$ cat src/rtl/cache_line_fill_controller.sv
// Cache line fill controller: the miss-side master of the cache.
// For each accepted miss it asks the replacement policy for a victim,
// invalidates the victim, writes it back if it is valid and dirty,
// refills the line word by word from memory and commits the new tag.
module cache_line_fill_controller #(
  parameter int SETS           = 4,
  parameter int WAYS           = 4,
  parameter int ADDR_BITS      = 8,
  parameter int DATA_BITS      = 16,
  parameter int WORDS_PER_LINE = 4,
  localparam int SET_BITS = $clog2(SETS),
  localparam int WAY_BITS = $clog2(WAYS),
  localparam int OFF_BITS = $clog2(WORDS_PER_LINE),
  localparam int TAG_BITS = ADDR_BITS - SET_BITS - OFF_BITS
) (
  input  logic                 clk,
  input  logic                 reset,
  // miss request from the lookup stage
  input  logic                 miss_valid,
  output logic                 miss_ready,
  input  logic [ADDR_BITS-1:0] miss_addr,
  // replacement policy
  output logic                 evict_req,
  output logic [SET_BITS-1:0]  evict_set,
  input  logic [WAY_BITS-1:0]  victim_way,
  // metadata array read port
  output logic [SET_BITS-1:0]  meta_rd_set,
  output logic [WAY_BITS-1:0]  meta_rd_way,
  input  logic                 meta_valid,
  input  logic                 meta_dirty,
  input  logic [TAG_BITS-1:0]  meta_tag,
  // metadata array write port
  output logic                 meta_wr_en,
  output logic [SET_BITS-1:0]  meta_wr_set,
  output logic [WAY_BITS-1:0]  meta_wr_way,
  output logic [TAG_BITS-1:0]  meta_wr_tag,
  output logic                 meta_wr_valid,
  output logic                 meta_wr_dirty,
  // data array read port
  output logic [SET_BITS-1:0]  arr_rd_set,
  output logic [WAY_BITS-1:0]  arr_rd_way,
  output logic [OFF_BITS-1:0]  arr_rd_word,
  input  logic [DATA_BITS-1:0] arr_rd_data,
  // data array write port
  output logic                 arr_wr_en,
  output logic [SET_BITS-1:0]  arr_wr_set,
  output logic [WAY_BITS-1:0]  arr_wr_way,
  output logic [OFF_BITS-1:0]  arr_wr_word,
  output logic [DATA_BITS-1:0] arr_wr_data,
  // memory writeback channel
  output logic                 mem_write_valid,
  input  logic                 mem_write_ready,
  output logic [ADDR_BITS-1:0] mem_write_address,
  output logic [DATA_BITS-1:0] mem_write_data,
  // memory fetch channel
  output logic                 mem_read_valid,
  input  logic                 mem_read_ready,
  output logic [ADDR_BITS-1:0] mem_read_address,
  input  logic [DATA_BITS-1:0] mem_read_data,
  // completion
  output logic                 fill_done,
  output logic [WAY_BITS-1:0]  fill_way
);

  typedef enum logic [2:0] {
    S_IDLE      = 3'd0,
    S_VICTIM    = 3'd1,
    S_WRITEBACK = 3'd2,
    S_FETCH     = 3'd3,
    S_COMMIT    = 3'd4,
    S_DONE      = 3'd5
  } state_t;

  localparam logic [OFF_BITS-1:0] LAST_WORD = OFF_BITS'(WORDS_PER_LINE - 1);

  state_t              state_q, state_d;
  logic [OFF_BITS-1:0] cnt_q, cnt_d;
  logic [TAG_BITS-1:0] tag_q, tag_d;
  logic [SET_BITS-1:0] set_q, set_d;
  logic [WAY_BITS-1:0] way_q, way_d;
  logic [TAG_BITS-1:0] wb_tag_q, wb_tag_d;
  logic                miss_ready_q, miss_ready_d;

  // The word offset of a miss is irrelevant: the whole line is refilled.
  logic miss_off_unused_s;
  assign miss_off_unused_s = ^miss_addr[OFF_BITS-1:0];

  // miss_ready is a flop so that it stays low while reset is held and rises
  // on the first edge after release; it tracks "next state is IDLE".
  assign miss_ready = miss_ready_q;

  // State, line counter and per-miss context registers.
  always_ff @(posedge clk or negedge reset) begin
    if (!reset) begin
      state_q      <= S_IDLE;
      cnt_q        <= '0;
      tag_q        <= '0;
      set_q        <= '0;
      way_q        <= '0;
      wb_tag_q     <= '0;
      miss_ready_q <= 1'b0;
    end else begin
      state_q      <= state_d;
      cnt_q        <= cnt_d;
      tag_q        <= tag_d;
      set_q        <= set_d;
      way_q        <= way_d;
      wb_tag_q     <= wb_tag_d;
      miss_ready_q <= miss_ready_d;
    end
  end

  // Next-state logic and all array/memory/policy strobes for the current state.
  always_comb begin
    state_d  = state_q;
    cnt_d    = cnt_q;
    tag_d    = tag_q;
    set_d    = set_q;
    way_d    = way_q;
    wb_tag_d = wb_tag_q;

    evict_req         = 1'b0;
    evict_set         = '0;
    meta_rd_set       = '0;
    meta_rd_way       = '0;
    meta_wr_en        = 1'b0;
    meta_wr_set       = '0;
    meta_wr_way       = '0;
    meta_wr_tag       = '0;
    meta_wr_valid     = 1'b0;
    meta_wr_dirty     = 1'b0;
    arr_rd_set        = '0;
    arr_rd_way        = '0;
    arr_rd_word       = '0;
    arr_wr_en         = 1'b0;
    arr_wr_set        = '0;
    arr_wr_way        = '0;
    arr_wr_word       = '0;
    arr_wr_data       = '0;
    mem_write_valid   = 1'b0;
    mem_write_address = '0;
    mem_write_data    = '0;
    mem_read_valid    = 1'b0;
    mem_read_address  = '0;
    fill_done         = 1'b0;
    fill_way          = '0;

    case (state_q)
      S_IDLE: begin
        if (miss_valid) begin
          tag_d   = miss_addr[ADDR_BITS-1 -: TAG_BITS];
          set_d   = miss_addr[OFF_BITS +: SET_BITS];
          state_d = S_VICTIM;
        end else begin
          state_d = S_IDLE;
        end
      end

      S_VICTIM: begin
        evict_req   = 1'b1;
        evict_set   = set_q;
        way_d       = victim_way;
        meta_rd_set = set_q;
        meta_rd_way = victim_way;
        // Invalidate the victim up front so an abandoned fill never hits.
        meta_wr_en    = 1'b1;
        meta_wr_set   = set_q;
        meta_wr_way   = victim_way;
        meta_wr_tag   = meta_tag;
        meta_wr_valid = 1'b0;
        meta_wr_dirty = 1'b0;
        cnt_d         = '0;
        if (meta_valid && meta_dirty) begin
          wb_tag_d = meta_tag;
          state_d  = S_WRITEBACK;
        end else begin
          state_d  = S_FETCH;
        end
      end

      S_WRITEBACK: begin
        arr_rd_set        = set_q;
        arr_rd_way        = way_q;
        arr_rd_word       = cnt_q;
        mem_write_valid   = 1'b1;
        mem_write_address = {wb_tag_q, set_q, cnt_q};
        mem_write_data    = arr_rd_data;
        if (mem_write_ready) begin
          cnt_d = cnt_q + OFF_BITS'(1);
          if (cnt_q == LAST_WORD) begin
            state_d = S_FETCH;
          end else begin
            state_d = S_WRITEBACK;
          end
        end else begin
          cnt_d = cnt_q;
        end
      end

      S_FETCH: begin
        mem_read_valid   = 1'b1;
        mem_read_address = {tag_q, set_q, cnt_q};
        if (mem_read_ready) begin
          arr_wr_en   = 1'b1;
          arr_wr_set  = set_q;
          arr_wr_way  = way_q;
          arr_wr_word = cnt_q;
          arr_wr_data = mem_read_data;
          cnt_d       = cnt_q + OFF_BITS'(1);
          if (cnt_q == LAST_WORD) begin
            state_d = S_COMMIT;
          end else begin
            state_d = S_FETCH;
          end
        end else begin
          cnt_d = cnt_q;
        end
      end

      S_COMMIT: begin
        meta_wr_en    = 1'b1;
        meta_wr_set   = set_q;
        meta_wr_way   = way_q;
        meta_wr_tag   = tag_q;
        meta_wr_valid = 1'b1;
        meta_wr_dirty = 1'b0;
        state_d       = S_DONE;
      end

      S_DONE: begin
        fill_done = 1'b1;
        fill_way  = way_q;
        state_d   = S_IDLE;
      end

      default: begin
        state_d = S_IDLE;
      end
    endcase

    miss_ready_d = (state_d == S_IDLE);
  end

endmodule

$ cat config.mk
export PLATFORM = sky130hd
export DESIGN_NAME = cache_line_fill_controller
export DESIGN_NICKNAME = d
export VERILOG_FILES = /design/src/rtl/cache_line_fill_controller.sv
export SDC_FILE = /design/constraint.sdc
export NUM_CORES = 1
export LEC_CHECK = 0
export CORE_MARGIN = 1.5
export CORE_UTILIZATION = 30
export DETAILED_ROUTE_END_ITERATION = 8
export PLACE_DENSITY = 0.92
export SYNTH_ARGS = -nofsm -noshare
export SYNTH_HDL_FRONTEND = slang
export SYNTH_SLANG_ARGS = --single-unit
$ cat constraint.sdc
create_clock -name clk -period 1.9 [get_ports clk]
set_clock_uncertainty 0.05 [all_clocks]
set_input_delay 0.285 -clock clk [delete_from_list [all_inputs] [get_ports clk]]
set_output_delay 0.285 -clock clk [all_outputs]
set_load 0.01 [all_outputs]
==> flow_summary.ini <==
[timing]
fin_hold_ws_ns = 0.304
setup_violations = 1
slew_violations = 0
finalCriticalPeriod_ns = 1.92
hold_viol = 0
final.period_utilization = 1.01
rsz0062_at_grt = yes
max_clock_freq_mhz = 520
fin_ws_ns = -0.0213

[detailed_routing]
drt-vias-per-instance = 4.66
first_pass_iters = 5
ant_nets = 0
vias = 1683
drt_wl_total_um = 5730
wl_per_cell_um = 15.9
drc_errors = 0
drtIter0Drc = 27

[cts]
clk_latency_ns = 0.25
cts_max_level = 1
cts_tree = built
cts_root_buffer = clkbuf_8
cts-buffers-inserted = 3
clk_pin_slew_ns = 0.07
clock_path_buffers = 2
clock_sinks = 18

[pwr]
vdd_drop_max_v = 0.000778
pwr-share-clk = 0.090
p_leak_uw = 0.00151
swShare = 0.410
p_sw_uw = 1410
p_comb_frac = 0.695
power.internal_uw = 2020
p_per_area_mw_per_mm2 = 1220
seq_power_share = 0.215

[synth]
yosys.cell_types.count = 31
synth_cells = 156
yosys-mux-area-fraction = 0.112
netlist_area_mm2 = 0.00140
syn-num-nets = 210
synth_xor_area_frac = 0.00626
synth-seq-area-share = 0.322
synthAdderAreaFrac = 0.00894
yosys_warnings = 0
syn_area_per_cell_um2 = 8.97
synth_compound_area_frac = 0.0698
synth_seq_cells = 18
synth_top_family_by_area = simple AND/OR/NAND/NOR gates
yosys.area_share.simple = 0.394

[critical_path]
cp.buffers_inverters = 3
path_delay_family = buffers and inverters
cp_max_fo = 4
crit_slowest_cell = dfrtp_1
crit_arrival_ns = 1.59
crit_type = flip-flop to primary output
cp_cell_sequence = buf_4 > buf_4 > nor3b_4 > and2_1 > dlygate4sd2_1
worst_path_largest_cell_delay_ns = 0.39
cp.required_ns = 1.56
worst_path_most_repeated_cell = buf_4
worstSetupEndpointType = primary output
start_kind = flip-flop

[die]
start_util = 0.317
die_w_um = 71.3
die_height_um = 71.3
die_area_mm2 = 0.00508
num_io_pins = 138
fp.coreArea_mm2 = 0.00441
rows = 24

[finish]
syn_to_final_growth_pct = 102
layout_common_cells = clkbuf_2 (52), clkdlybuf4s50_1 (51), and2_1 (36), buf_4 (25), and3_1 (23)
antenna_cells = 0
nets = 364
fill_cells = 372
final_common_cell = clkbuf_2
layout-drive-gt1-share = 0.460

[grt]
track_usage = 0.219
grt_pass1_wl_um = 8860
grt_pass1_vias = 1718
grt_max_degree = 28
antenna_found_initial = 0
overflow = 0

[placement]
gp_congestion = 0.837
place_ws_ns = -0.135
hpwl_um = 4210
port_buffers = 134

[hold_path]
hp-class = input pin to asynchronous set/reset pin

[status]
status = finished with violations
violations = negative setup slack

[flow_run]
drv_cap = 0
flip-flops by register name, summed over array words and instances, names as in the netlist:
register and cells:
cnt_q 2, miss_ready 1, set_q 2, state_q 3, tag_q 4, way_q 2, wb_tag_q 4
final timing paths:
| kind | endpoint | slack, ns | cells past startpoint | start |
|---|---|---|---|---|
| setup / recovery | fill_way[0] | -0.02 | 5 | state_q[0] |
| hold / removal | miss_ready | 0.30 | 2 | reset |
| setup reg to reg | wb_tag_q[0] | 0.08 | 6 | state_q[1] |
| hold reg to reg | wb_tag_q[2] | 0.46 | 1 | wb_tag_q[2] |
| max in group asynchronous | state_q[2] | 1.28 | 2 | reset |
| min in group clk | wb_tag_q[2] | 0.46 | 1 | wb_tag_q[2] |
Yosys cell counts:
master     n  area share
and2_1    42        0.19
nor4b_4    1       0.017
and3_1    23        0.10
a31o_2     1      0.0063
a31oi_2    1      0.0089
nor3_1     2      0.0072
a22oi_1    1      0.0054
mux2_1     1      0.0080
buf_2      7       0.025
nand2b_1   2      0.0089
clkbuf_1   6       0.016
xnor2_1    1      0.0063
a21o_1     2       0.011
a22o_1     4       0.025
nor3b_1    1      0.0054
o21ai_0    2      0.0072
nor2_1     5       0.013
inv_1      2      0.0054
dfrtp_1   18        0.32
o22a_1     1      0.0063
and3b_1    1      0.0063
mux2i_1    1      0.0072
conb_1     1      0.0027
nor2b_1    1      0.0045
ha_1       1      0.0089
buf_4      7       0.038
nor3b_2    1      0.0089
nand2_1    6       0.016
and4bb_2   1      0.0089
mux2_2    12       0.097
nor3_2     1      0.0072
cell type report:
| class | count | area, um^2 | area share |
|---|---|---|---|
| tap | 52 | 65.1 | 0.0231 |
| clock buffer | 4 | 55.1 | 0.0195 |
| timing repair buffer | 169 | 1350 | 0.479 |
| multi-input combinational | 116 | 888 | 0.315 |
| inverter | 2 | 7.51 | 0.00266 |
| sequential | 18 | 453 | 0.161 |
routing by layer:
layer / share of wire / wire, um / vias up / GRT usage
met5: 0 / 0 / - / 0
met4: 0.024 / 135 / 0 / 0.0922
met3: 0.074 / 421 / 10 / 0.0267
met2: 0.52 / 3000 / 80 / 0.402
met1: 0.38 / 2170 / 770 / 0.255
li1: - / - / 823 / -
cells by family after synthesis:
group	count (synthesis)
xor gates and xnor gates	1
muxes	14
adders and majority gates	1
DFF	18
AOI/OAI and AO/OA	12
other	1
and+or+nand+nor	87
buffers and inverters	22
power by group through the flow:
stage                     logic, uW  registers, uW  clock network [uW]
after floorplan                1170            660                   0
after global placement         2420            743                   0
after detailed placement       2480            749                   0
after CTS                      2370            741                 316
after global routing           2570            771                 340
final                          2380            739                 310
per-stage QoR:
stage               cell area, um^2  std cells  setup TNS (ns)  total power [uW]   util
detailed placement             2890        344           -4.30              3230  0.654
floorplan                      1400        156               0              1830      -
CTS                            2980        358          -0.101              3420  0.675
global route                   2820        361          -0.602              3680  0.639
finish                         2820        361         -0.0213              3430  0.639
global placement               2890        344           -2.57              3160  0.654
repair_timing:
| item | 4_1_cts | 5_1_grt |
|---|---|---|
| resized for setup | 171 | 105 |
| cloned | 1 | 1 |
| hold buffers | 0 | 0 |
| endpoints found under the setup margin | 83 | 72 |
| endpoints found under the hold margin | 0 | 0 |
| pin swaps | 2 | 6 |
| buffers inserted | 9 | 2 |
No activity file was read; power rests on OpenSTA's default activity.
